<file path="config.mk">
export PLATFORM = sky130hd
export DESIGN_NAME = qif_synapse
export DESIGN_NICKNAME = d
export VERILOG_FILES = /design/src/rtl/qif_pkg.sv /design/src/rtl/qif_decay_unit.sv /design/src/rtl/qif_synapse.sv
export SDC_FILE = /design/constraint.sdc
export NUM_CORES = 1
export LEC_CHECK = 0
export CAP_MARGIN = 10
export CELL_PAD_IN_SITES_DETAIL_PLACEMENT = 1
export CELL_PAD_IN_SITES_GLOBAL_PLACEMENT = 2
export CORE_ASPECT_RATIO = 0.9
export CORE_MARGIN = 1.5
export CORE_UTILIZATION = 38
export CTS_CLUSTER_DIAMETER = 60
export CTS_CLUSTER_SIZE = 8
export DETAILED_ROUTE_END_ITERATION = 12
export GPL_TIMING_DRIVEN = 0
export PLACE_DENSITY_LB_ADDON = 0.1
export SLEW_MARGIN = 20
export SYNTH_ARGS = -nofsm -noshare
export SYNTH_HDL_FRONTEND = slang
export SYNTH_HIERARCHICAL = 1
export SYNTH_SLANG_ARGS = --single-unit
</file>
<file path="constraint.sdc">
create_clock -name clk -period 6.6 [get_ports clk]
set_input_delay 0.99 -clock clk [delete_from_list [all_inputs] [get_ports clk]]
set_output_delay 0.99 -clock clk [all_outputs]
set_load 0.1 [all_outputs]
</file>
<file path="src/rtl/qif_pkg.sv">
// Shared types, constants and saturation helper for the QIF neuron/synapse slice.
package qif_pkg;

  typedef logic signed [7:0] v_t;
  typedef logic signed [7:0] cur_t;

  typedef enum logic {
    ST_ARMED  = 1'b0,
    ST_REFRAC = 1'b1
  } syn_state_t;

  localparam v_t V_PEAK  = 8'sd50;
  localparam v_t V_RESET = -8'sd20;

  // Clamp a 9-bit signed sum into the 8-bit signed range.
  function automatic cur_t sat8(input logic signed [8:0] x);
    if (x > 9'sd127) begin
      return 8'sd127;
    end else if (x < -9'sd128) begin
      return -8'sd128;
    end
    return cur_t'(x[7:0]);
  endfunction

endpackage

</file>
<file path="src/rtl/qif_decay_unit.sv">
// Combinational exponential decay step: I_dec = I - (I >>> TAU_SHIFT) on a tick.
module qif_decay_unit
  import qif_pkg::*;
#(
  parameter int TAU_SHIFT = 2
) (
  input  cur_t i_syn,
  input  logic tick,
  output cur_t i_dec
);

  cur_t shifted;
  cur_t delta;

  // Positive values would stall at small magnitudes without a minimum step of 1;
  // negative values already reach -1 from the arithmetic shift and hit zero on their own.
  always_comb begin
    shifted = i_syn >>> TAU_SHIFT;
    delta   = shifted;
    if ((shifted == 8'sd0) && (i_syn > 8'sd0)) begin
      delta = 8'sd1;
    end
    i_dec = tick ? cur_t'(i_syn - delta) : i_syn;
  end

endmodule

</file>
<file path="src/rtl/qif_synapse.sv">
// Synaptic current generator: spike detection with refractory window feeding a
// saturating, exponentially decaying current accumulator.
module qif_synapse
  import qif_pkg::*;
#(
  parameter int THRESH    = 50,
  parameter int REFRAC    = 4,
  parameter int TAU_SHIFT = 2,
  parameter int DECAY_DIV = 4
) (
  input  logic       clk,
  input  logic       rst_n,
  input  logic       en,
  input  v_t         V_pre,
  input  cur_t       weight,
  output cur_t       I_syn,
  output logic       spike_out,
  output logic [7:0] spike_cnt
);

  localparam v_t         TH      = v_t'(THRESH);
  localparam logic [7:0] PRE_MAX = 8'(DECAY_DIV - 1);
  localparam logic [7:0] RC_INIT = (REFRAC > 0) ? 8'(REFRAC - 1) : 8'd0;
  localparam logic       HAS_REF = (REFRAC > 0);

  syn_state_t        state, state_nxt;
  logic [7:0]        rcnt, rcnt_nxt;
  logic [7:0]        pre, pre_nxt;
  v_t                v_prev;
  cur_t              i_dec, i_nxt;
  logic signed [8:0] sum;
  logic              det, tick;

  // Upward crossing only: a level held above threshold never re-fires.
  assign det  = en && (state == ST_ARMED) && (V_pre >= TH) && (v_prev < TH);
  assign tick = (pre == PRE_MAX);

  qif_decay_unit #(.TAU_SHIFT(TAU_SHIFT)) u_decay (
    .i_syn (I_syn),
    .tick  (tick),
    .i_dec (i_dec)
  );

  // State register; spike_out updates even when disabled so it drops to 0.
  always_ff @(posedge clk or negedge rst_n) begin
    if (!rst_n) begin
      state     <= ST_ARMED;
      rcnt      <= 8'd0;
      pre       <= 8'd0;
      v_prev    <= 8'sd0;
      I_syn     <= 8'sd0;
      spike_cnt <= 8'd0;
      spike_out <= 1'b0;
    end else begin
      spike_out <= det;
      if (en) begin
        state     <= state_nxt;
        rcnt      <= rcnt_nxt;
        pre       <= pre_nxt;
        v_prev    <= V_pre;
        I_syn     <= i_nxt;
        spike_cnt <= spike_cnt + {7'd0, det};
      end
    end
  end

  // Next-state logic for the refractory FSM.
  always_comb begin
    state_nxt = state;
    rcnt_nxt  = rcnt;
    case (state)
      ST_ARMED: begin
        if (det && HAS_REF) begin
          state_nxt = ST_REFRAC;
          rcnt_nxt  = RC_INIT;
        end
      end
      ST_REFRAC: begin
        if (rcnt == 8'd0) begin
          state_nxt = ST_ARMED;
        end else begin
          rcnt_nxt = rcnt - 8'd1;
        end
      end
      default: begin
        state_nxt = ST_ARMED;
        rcnt_nxt  = 8'd0;
      end
    endcase
  end

  // Datapath next values: decay first, then the weight on a spike.
  always_comb begin
    sum     = $signed({i_dec[7], i_dec}) + $signed({weight[7], weight});
    i_nxt   = det ? sat8(sum) : i_dec;
    pre_nxt = tick ? 8'd0 : (pre + 8'd1);
  end

endmodule

</file>
# Yosys cells after proc, flatten, opt, wreduce, memory -nomap -nowiden
# Index checks and enable logic that the tools add are counted.
[totals]
inputBits = 19
output_inout_bits = 17
ff_bits = 42
wordCells = 43
[classes]
n_bitwise = 1
n_reduce_logical = 7
n_lt_le_gt_ge = 5
n_addsub = 5
n_eq_ne = 3
mux = 15
[op_table]
columns = ["op", "n"]
rows = [
  ["8-bit 2-to-1 mux", 9],
  ["8-bit logical NOT", 2],
  ["8-bit one-hot mux with 2 select lines", 1],
  ["8-bit by 8-bit adder with 9-bit output", 1],
  ["9-bit by 8-bit > comparator with 1-bit output (second input constant)", 1],
  ["9-bit by 8-bit < comparator with 1-bit output (second input constant)", 1],
  ["8-bit by 1-bit adder with 8-bit output", 1],
  ["8-bit by 1-bit adder with 8-bit output (second input constant)", 1],
  ["8-bit by 2-bit equality test with 1-bit output (second input constant)", 1],
  ["8-bit by 7-bit >= comparator with 1-bit output (second input constant)", 1],
  ["8-bit by 1-bit > comparator with 1-bit output (second input constant)", 1],
  ["8-bit by 7-bit < comparator with 1-bit output (second input constant)", 1],
  ["8-bit by 1-bit subtractor with 8-bit output (second input constant)", 1],
  ["8-bit subtractor", 1],
  ["1-bit logical AND", 4],
  ["1-bit 2-to-1 mux", 4],
  ["2-bit inequality test (second input constant)", 2],
  ["3-bit AND reduction", 1],
  ["1-bit one-hot mux with 2 select lines", 1],
  ["1-bit inverter", 1],
]

# Logic depth before layout (Yosys ltp)
[logic_depth]
depth_word = 11
depth_mapped = 17
ltp_nobuf = 17

# Modules after synthesis
# Netlist, hierarchy kept.
[modules_own_cells]
columns = ["module", "area_each_um2", "cells_each", "instances", "seq_area_each_um2"]
rows = [
  ["qif_synapse", 2279.7, 205, 1, 1026.0],
  ["qif_decay_unit", 454.2, 65, 1, 0.0],
]

# Worst setup path after synthesis
# No wires, ideal clock.
[synth_path]
path_type = "flip-flop to flip-flop"
start = "register I_syn[7]"
end = "register I_syn[6]"
path_stages_with_launch = 18
period_less_slack_ns = 4.448
setup_ns = 0.142
path_buffers = 0
slack_ns = 2.152
t_arrival_ns = 4.305
t_required_ns = 6.458
path_cell_list = "dfrtp_1 > inv_1 > ha_1 > nand2_1 > a41o_1 > ha_1 > inv_1 > fa_1 > a211oi_2 > nor2_1 > and3_1 > o32a_1 > ha_1 > or4b_2 > nand2_1 > a21oi_1 > nand4_1 > o2111ai_1"
[synth_via]
elab_chain_len = 11
elab_cells_between_ends = 14
classes_between = "add/sub: 2; order compare: 3; mux: 7; reduce/logical: 2"
[synth_lines]
columns = ["item", "line_no", "rtl"]
rows = [
  ["start: declaration", "qif_synapse.sv:16", "output cur_t I_syn,"],
  ["start signal: assignment", "qif_synapse.sv:61", "I_syn <= i_nxt;"],
  ["8-bit by 1-bit > comparator with 1-bit output or 8-bit logical NOT (tied branches)", "qif_decay_unit.sv:20", "if ((shifted == 8'sd0) && (i_syn > 8'sd0)) begin"],
  ["1-bit logical AND", "qif_decay_unit.sv:20", ""],
  ["8-bit 2-to-1 mux *", "qif_decay_unit.sv:20", ""],
  ["8-bit subtractor *", "qif_decay_unit.sv:23", "i_dec = tick ? cur_t'(i_syn - delta) : i_syn;"],
  ["8-bit 2-to-1 mux *", "qif_decay_unit.sv:23", ""],
  ["named net i_dec[6]", "qif_synapse.sv:30", "cur_t i_dec, i_nxt;"],
  ["8-bit by 8-bit adder with 9-bit output", "qif_synapse.sv:94", "sum = $signed({i_dec[7], i_dec}) + $signed({weight[7], weight});"],
  ["9-bit by 8-bit < comparator with 1-bit output", "qif_pkg.sv:19", "end else if (x < -9'sd128) begin"],
  ["1-bit 2-to-1 mux", "qif_pkg.sv:19", ""],
  ["1-bit 2-to-1 mux", "qif_pkg.sv:17", "if (x > 9'sd127) begin"],
  ["8-bit 2-to-1 mux", "qif_pkg.sv:22", "return cur_t'(x[7:0]);"],
  ["8-bit 2-to-1 mux *", "qif_synapse.sv:95", "i_nxt = det ? sat8(sum) : i_dec;"],
]
# The timed path passes the listed nets; every way through them passes the cells marked *.
# A chain may end at the register's enable or synchronous reset.

# Final worst setup path
[layout_path]
start = "register pre[0]"
end = "register I_syn[5]"
[layout_via]
elab_chain_len = 8
elab_cells_between_ends = 10
classes_between = "add/sub: 1; order compare: 2; eq/ne: 1; mux: 6"
[layout_lines]
columns = ["item", "line_no", "rtl"]
rows = [
  ["start: declaration", "qif_synapse.sv:28", "logic [7:0] pre, pre_nxt;"],
  ["start signal: assignment", "qif_synapse.sv:59", "pre <= pre_nxt;"],
  ["8-bit by 2-bit equality test with 1-bit output *", "qif_synapse.sv:36", "assign tick = (pre == PRE_MAX);"],
  ["named net tick", "qif_synapse.sv:32", "logic det, tick;"],
  ["8-bit 2-to-1 mux *", "qif_decay_unit.sv:23", ""],
  ["named net i_dec[0]", "qif_synapse.sv:30", ""],
  ["8-bit by 8-bit adder with 9-bit output *", "qif_synapse.sv:94", ""],
  ["9-bit by 8-bit < comparator with 1-bit output", "qif_pkg.sv:19", ""],
  ["1-bit 2-to-1 mux", "qif_pkg.sv:19", ""],
  ["1-bit 2-to-1 mux", "qif_pkg.sv:17", ""],
  ["8-bit 2-to-1 mux *", "qif_pkg.sv:22", ""],
  ["8-bit 2-to-1 mux *", "qif_synapse.sv:95", ""],
]
# Marks and branches as above.

==> impl_summary.txt <==
----------------------------------------------------
[Die]
  Starting utilization of the core area ... 0.390
  Area of the core region ... about 0.007 mm2
  Floorplan row count ... 29
  Die width ... around 92 um
  IO Count ... 36
  Height of the die ... roughly 83 um
  Die outline area ... ~0.0077 mm2

[Place]
  Post-DP HPWL ... between 5 and 6 mm
  Placed Area ... 0.00321 mm2
  Port-buffer cells ... 34
  Place WS ... ~2.0 ns
  GPL Wtd Cong ... between 0.8 and 0.9

[GRT]
  Aggregate global-route resource usage ... 0.189
  Remaining global-route overflow ... 0
  Vias in the first global route ... about 2300
  Maximum number of pins on one net before global-route repair ... 29
  Antenna violations before repair ... 0
  First-pass GRT wire length ... 11.5 mm

[Clock network]
  Max Buffers Root-to-Sink ... 2
  Post-CTS Setup Repair Bufs ... 0
  Root buffer cell ... sky130_fd_sc_hd__clkbuf_8
  CTS Buf Count ... 5
  Worst-skew pair later-pin latency ... around 0.29 ns
  CTS tree ... done
  CTS hold repair buffers ... 0
  Total clock sinks ... between 40 and 50
  Count of cells resized by post-cts repair ... 0
  Register clock-pin slew on the reported worst setup and hold paths ... 0.08 ns
  Level count of the clock H-tree ... 2

[Worst setup path]
  Worst EP arrival ... approximately 4.8 ns
  Most numerous cell on the critical path ... sky130_fd_sc_hd__ha_1
  Crit. End Element ... register
  Worst-path cell with the longest stage delay ... sky130_fd_sc_hd__or4b_2
  Setup slack on the worst flop-to-flop path ... 1.98 ns
  Crit path largest cell delay ... roughly 0.6 ns
  Worst Path Required ... 6.76 ns
  Crit-path cells ... ha_1 -> or4b_2 -> nor4_2 -> clkbuf_1 -> buf_2 -> mux2i_1 -> ha_1 -> fa_1 -> a21o_1 -> a221oi_1 -> a21oi_1 -> a31oi_1 -> o221ai_1
  Depth of the critical timing path with buffers and inverters included ... 13
  Path type of the worst setup path ... register to register
  Startpoint of the worst-slack reg-to-reg timing path ... pre[0]$_DFFE_PN0P_
  Largest fanout on the critical path ... 10
  Worst Setup Start Kind ... register
  Crit Reg-Reg Endpoint ... I_syn[5]$_DFFE_PN0P_
  Buffers plus inverters on the worst setup path ... 2
  Depth of the worst register-to-register path ... 13
  Top Family by Delay on Critical Path ... compound AO/OA/AOI/OAI gates

[Yosys]
  Synth async-reset ratio ... 1.00
  Synthesis-stage register bit count ... 41
  Number of warnings reported in the yosys synthesis log ... 6
  Synthesized area per cell ... approximately 10 um2
  Syn_nets ... about 310
  Post-synth EDFFs ... 0
  Number of distinct library cells after synthesis ... between 50 and 60
  Synth Cell Area ... 0.00273 mm2
  Part of the Yosys area used for sequential elements ... 0.375
  Most used flip-flop cell after synthesis ... sky130_fd_sc_hd__dfrtp_1
  Synth Instances ... 270

[Worst hold path]
  Type of the most critical hold path ... register to register
  Worst hold endpoint ... spike_cnt[7]$_DFFE_PN0P_
  Critical hold path startpoint ... spike_cnt[7]$_DFFE_PN0P_
  Hold-critical path depth ... 1

[Drt]
  Post-detailed-route wirelength per cell ... between 15 and 20 um
  Per-cell via count in the routed design ... 5.39
  Antenna Violating Nets Remaining ... 0
  Detailed-route via count ... 2183
  Total Wirelength ... approximately 6.7 mm
  Count of TritonRoute iterations in the first routing pass ... 4
  Detailed router's first-iteration violation count ... 58
  # DRC ... 0

[STA]
  Worst clock skew ... ~0.0059 ns
  Achievable frequency ... 216 MHz
  Post-route setup slack ... 1.98 ns
  Fin Setup TNS ... 0 ns
  Measured slew at the worst slew-check pin ... 0.998 ns
  Number of setup violations in the final report ... 0
  Shortest clock period the worst path allows after layout ... 4.62 ns
  Period utilisation layout ... 0.700
  Max_slew headroom ... 0.332
  Unrepaired setup endpoints after global routing ... false
  Final count of pins violating max slew ... 0
  Hold Fails Final Rpt ... 0

[Power]
  Overall power consumption ... around 1.7 mW
  Max VDD drop ... around 0.00023 V
  Cell Pwr Density ... slightly above 500 mW/mm2
  Leak Pwr ... around 1.4 nW

[Cells and area]
  Most frequent cells in the layout ... 41 x sky130_fd_sc_hd__dfrtp_1, 33 x sky130_fd_sc_hd__clkdlybuf4s50_1, 22 x sky130_fd_sc_hd__ha_1
  P&R area growth vs syn ... 21.1%
  Fraction of layout cells with a size suffix above 1 ... 0.122
  Most common library cell in the layout ignoring fill and taps ... sky130_fd_sc_hd__dfrtp_1
  Layout Cell Area excl Fill ... between 0.003 and 0.004 mm2
  Ant. Diodes ... 0
  Number of nets in the final layout ... 355
  Fill cells ... 804

[Run status]
  Run status ... finished, final reports clean

[Flow run]
  Reported max-cap violation count ... 0

----------------------------------------------------
worst max path at each step:
stage / from / endpoint / slack [ns]
global route: pre[0]$_DFFE_PN0P_ / I_syn[6]$_DFFE_PN0P_ / 1.61
finish: pre[0]$_DFFE_PN0P_ / I_syn[5]$_DFFE_PN0P_ / 1.98
detailed placement: pre[0]$_DFFE_PN0P_ / I_syn[5]$_DFFE_PN0P_ / 1.98
global placement: pre[0]$_DFFE_PN0P_ / I_syn[6]$_DFFE_PN0P_ / 1.97
floorplan: I_syn[7]$_DFFE_PN0P_ / I_syn[6]$_DFFE_PN0P_ / 2.15
CTS: pre[0]$_DFFE_PN0P_ / I_syn[6]$_DFFE_PN0P_ / 1.95
synthesized netlist by cell type, types with 2 or more instances:
| master | number | area (um2) |
|---|---|---|
| sky130_fd_sc_hd__dfrtp_1 | 41 | 1030 |
| sky130_fd_sc_hd__ha_1 | 22 | 275 |
| sky130_fd_sc_hd__inv_1 | 18 | 67.6 |
| sky130_fd_sc_hd__nand2_1 | 14 | 52.6 |
| sky130_fd_sc_hd__nor2_1 | 12 | 45.0 |
| sky130_fd_sc_hd__o21ai_0 | 12 | 60.1 |
| sky130_fd_sc_hd__xnor2_1 | 12 | 105 |
| sky130_fd_sc_hd__a21oi_1 | 11 | 55.1 |
| sky130_fd_sc_hd__mux2_2 | 11 | 124 |
| sky130_fd_sc_hd__nand4_1 | 9 | 56.3 |
| sky130_fd_sc_hd__a31oi_1 | 8 | 50.1 |
| sky130_fd_sc_hd__nand3_1 | 7 | 35.0 |
| sky130_fd_sc_hd__xor2_1 | 7 | 61.3 |
| sky130_fd_sc_hd__a21o_1 | 6 | 45.0 |
| sky130_fd_sc_hd__nor2b_1 | 6 | 37.5 |
| sky130_fd_sc_hd__and3_1 | 5 | 31.3 |
| sky130_fd_sc_hd__o211ai_1 | 5 | 37.5 |
| sky130_fd_sc_hd__clkbuf_1 | 4 | 15.0 |
| sky130_fd_sc_hd__nand2b_1 | 4 | 25.0 |
| sky130_fd_sc_hd__nor3_1 | 4 | 20.0 |
| sky130_fd_sc_hd__o31ai_1 | 4 | 30.0 |
| sky130_fd_sc_hd__mux2i_1 | 3 | 30.0 |
| sky130_fd_sc_hd__o221ai_1 | 3 | 26.3 |
| sky130_fd_sc_hd__o22ai_1 | 3 | 18.8 |
| sky130_fd_sc_hd__a211oi_1 | 2 | 15.0 |
| sky130_fd_sc_hd__fa_1 | 2 | 40.0 |
| sky130_fd_sc_hd__mux2_4 | 2 | 30.0 |
| sky130_fd_sc_hd__nor3b_1 | 2 | 15.0 |
| sky130_fd_sc_hd__o21a_1 | 2 | 15.0 |
| sky130_fd_sc_hd__or3_1 | 2 | 12.5 |
| sky130_fd_sc_hd__or4b_2 | 2 | 20.0 |
worst register-to-register path, delay by kind of cell (launching register included):
| family | cells | cell delay [ns] |
|---|---|---|
| mux | 1 | 0.16 |
| flops | 1 | 0.46 |
| simple gates | 2 | 0.94 |
| buf+inv | 2 | 0.67 |
| fa+ha+maj | 3 | 0.94 |
| compound gates | 5 | 1.33 |
registers in the layout, indices dropped and copies added (netlist names):
register   flops
spike_out      1
pre            8
rcnt           8
v_prev         7
state          1
I_syn          8
spike_cnt      8
through the flow:
step	instances	hold WS, ns	util
finish	405	0.470	0.473
global route	405	0.506	0.473
CTS	405	0.476	0.473
detailed placement	398	0.462	0.458
global placement	397	0.456	0.456
floorplan	270	0.438	-
metal layers:
metal	share of wire	GRT usage	wire length (um)
met1	0.51	0.274	3420
met2	0.46	0.297	3100
met3	0.024	0.0310	163
met4	0.0034	0.0336	23
met5	0	0	0
where the power goes:
part | switching (mW) | internal (mW) | leakage [nW]
logic | 0.683 | 0.397 | 0.867
clock network | 0.0904 | 0.110 | 0.0540
registers | 0.0989 | 0.325 | 0.518
cell type report:
cell class / count / area, um2 / share of cell area
plain buffers: 7 / 35.0 / 0.0106
clock buffers: 5 / 68.8 / 0.0208
clock inverters: 2 / 35.0 / 0.0106
inverters: 19 / 71.3 / 0.0216
multi-input cells: 203 / 1600 / 0.484
flip-flops and latches: 41 / 1030 / 0.310
well taps: 93 / 116 / 0.0352
repair buffers: 35 / 355 / 0.107
cells by family (layout without fill, tap and decap cells):
| group | count (synthesis) | count (layout) | synth area share |
|---|---|---|---|
| buffers and inverters | 26 | 68 | 0.0389 |
| adders and majority gates | 24 | 24 | 0.115 |
| and+or+nand+nor | 75 | 75 | 0.155 |
| muxes | 16 | 16 | 0.0673 |
| DFF | 41 | 41 | 0.375 |
| xor gates and xnor gates | 19 | 19 | 0.0609 |
| AOI/OAI and AO/OA | 69 | 69 | 0.188 |
(Power assumes the default switching activity.)
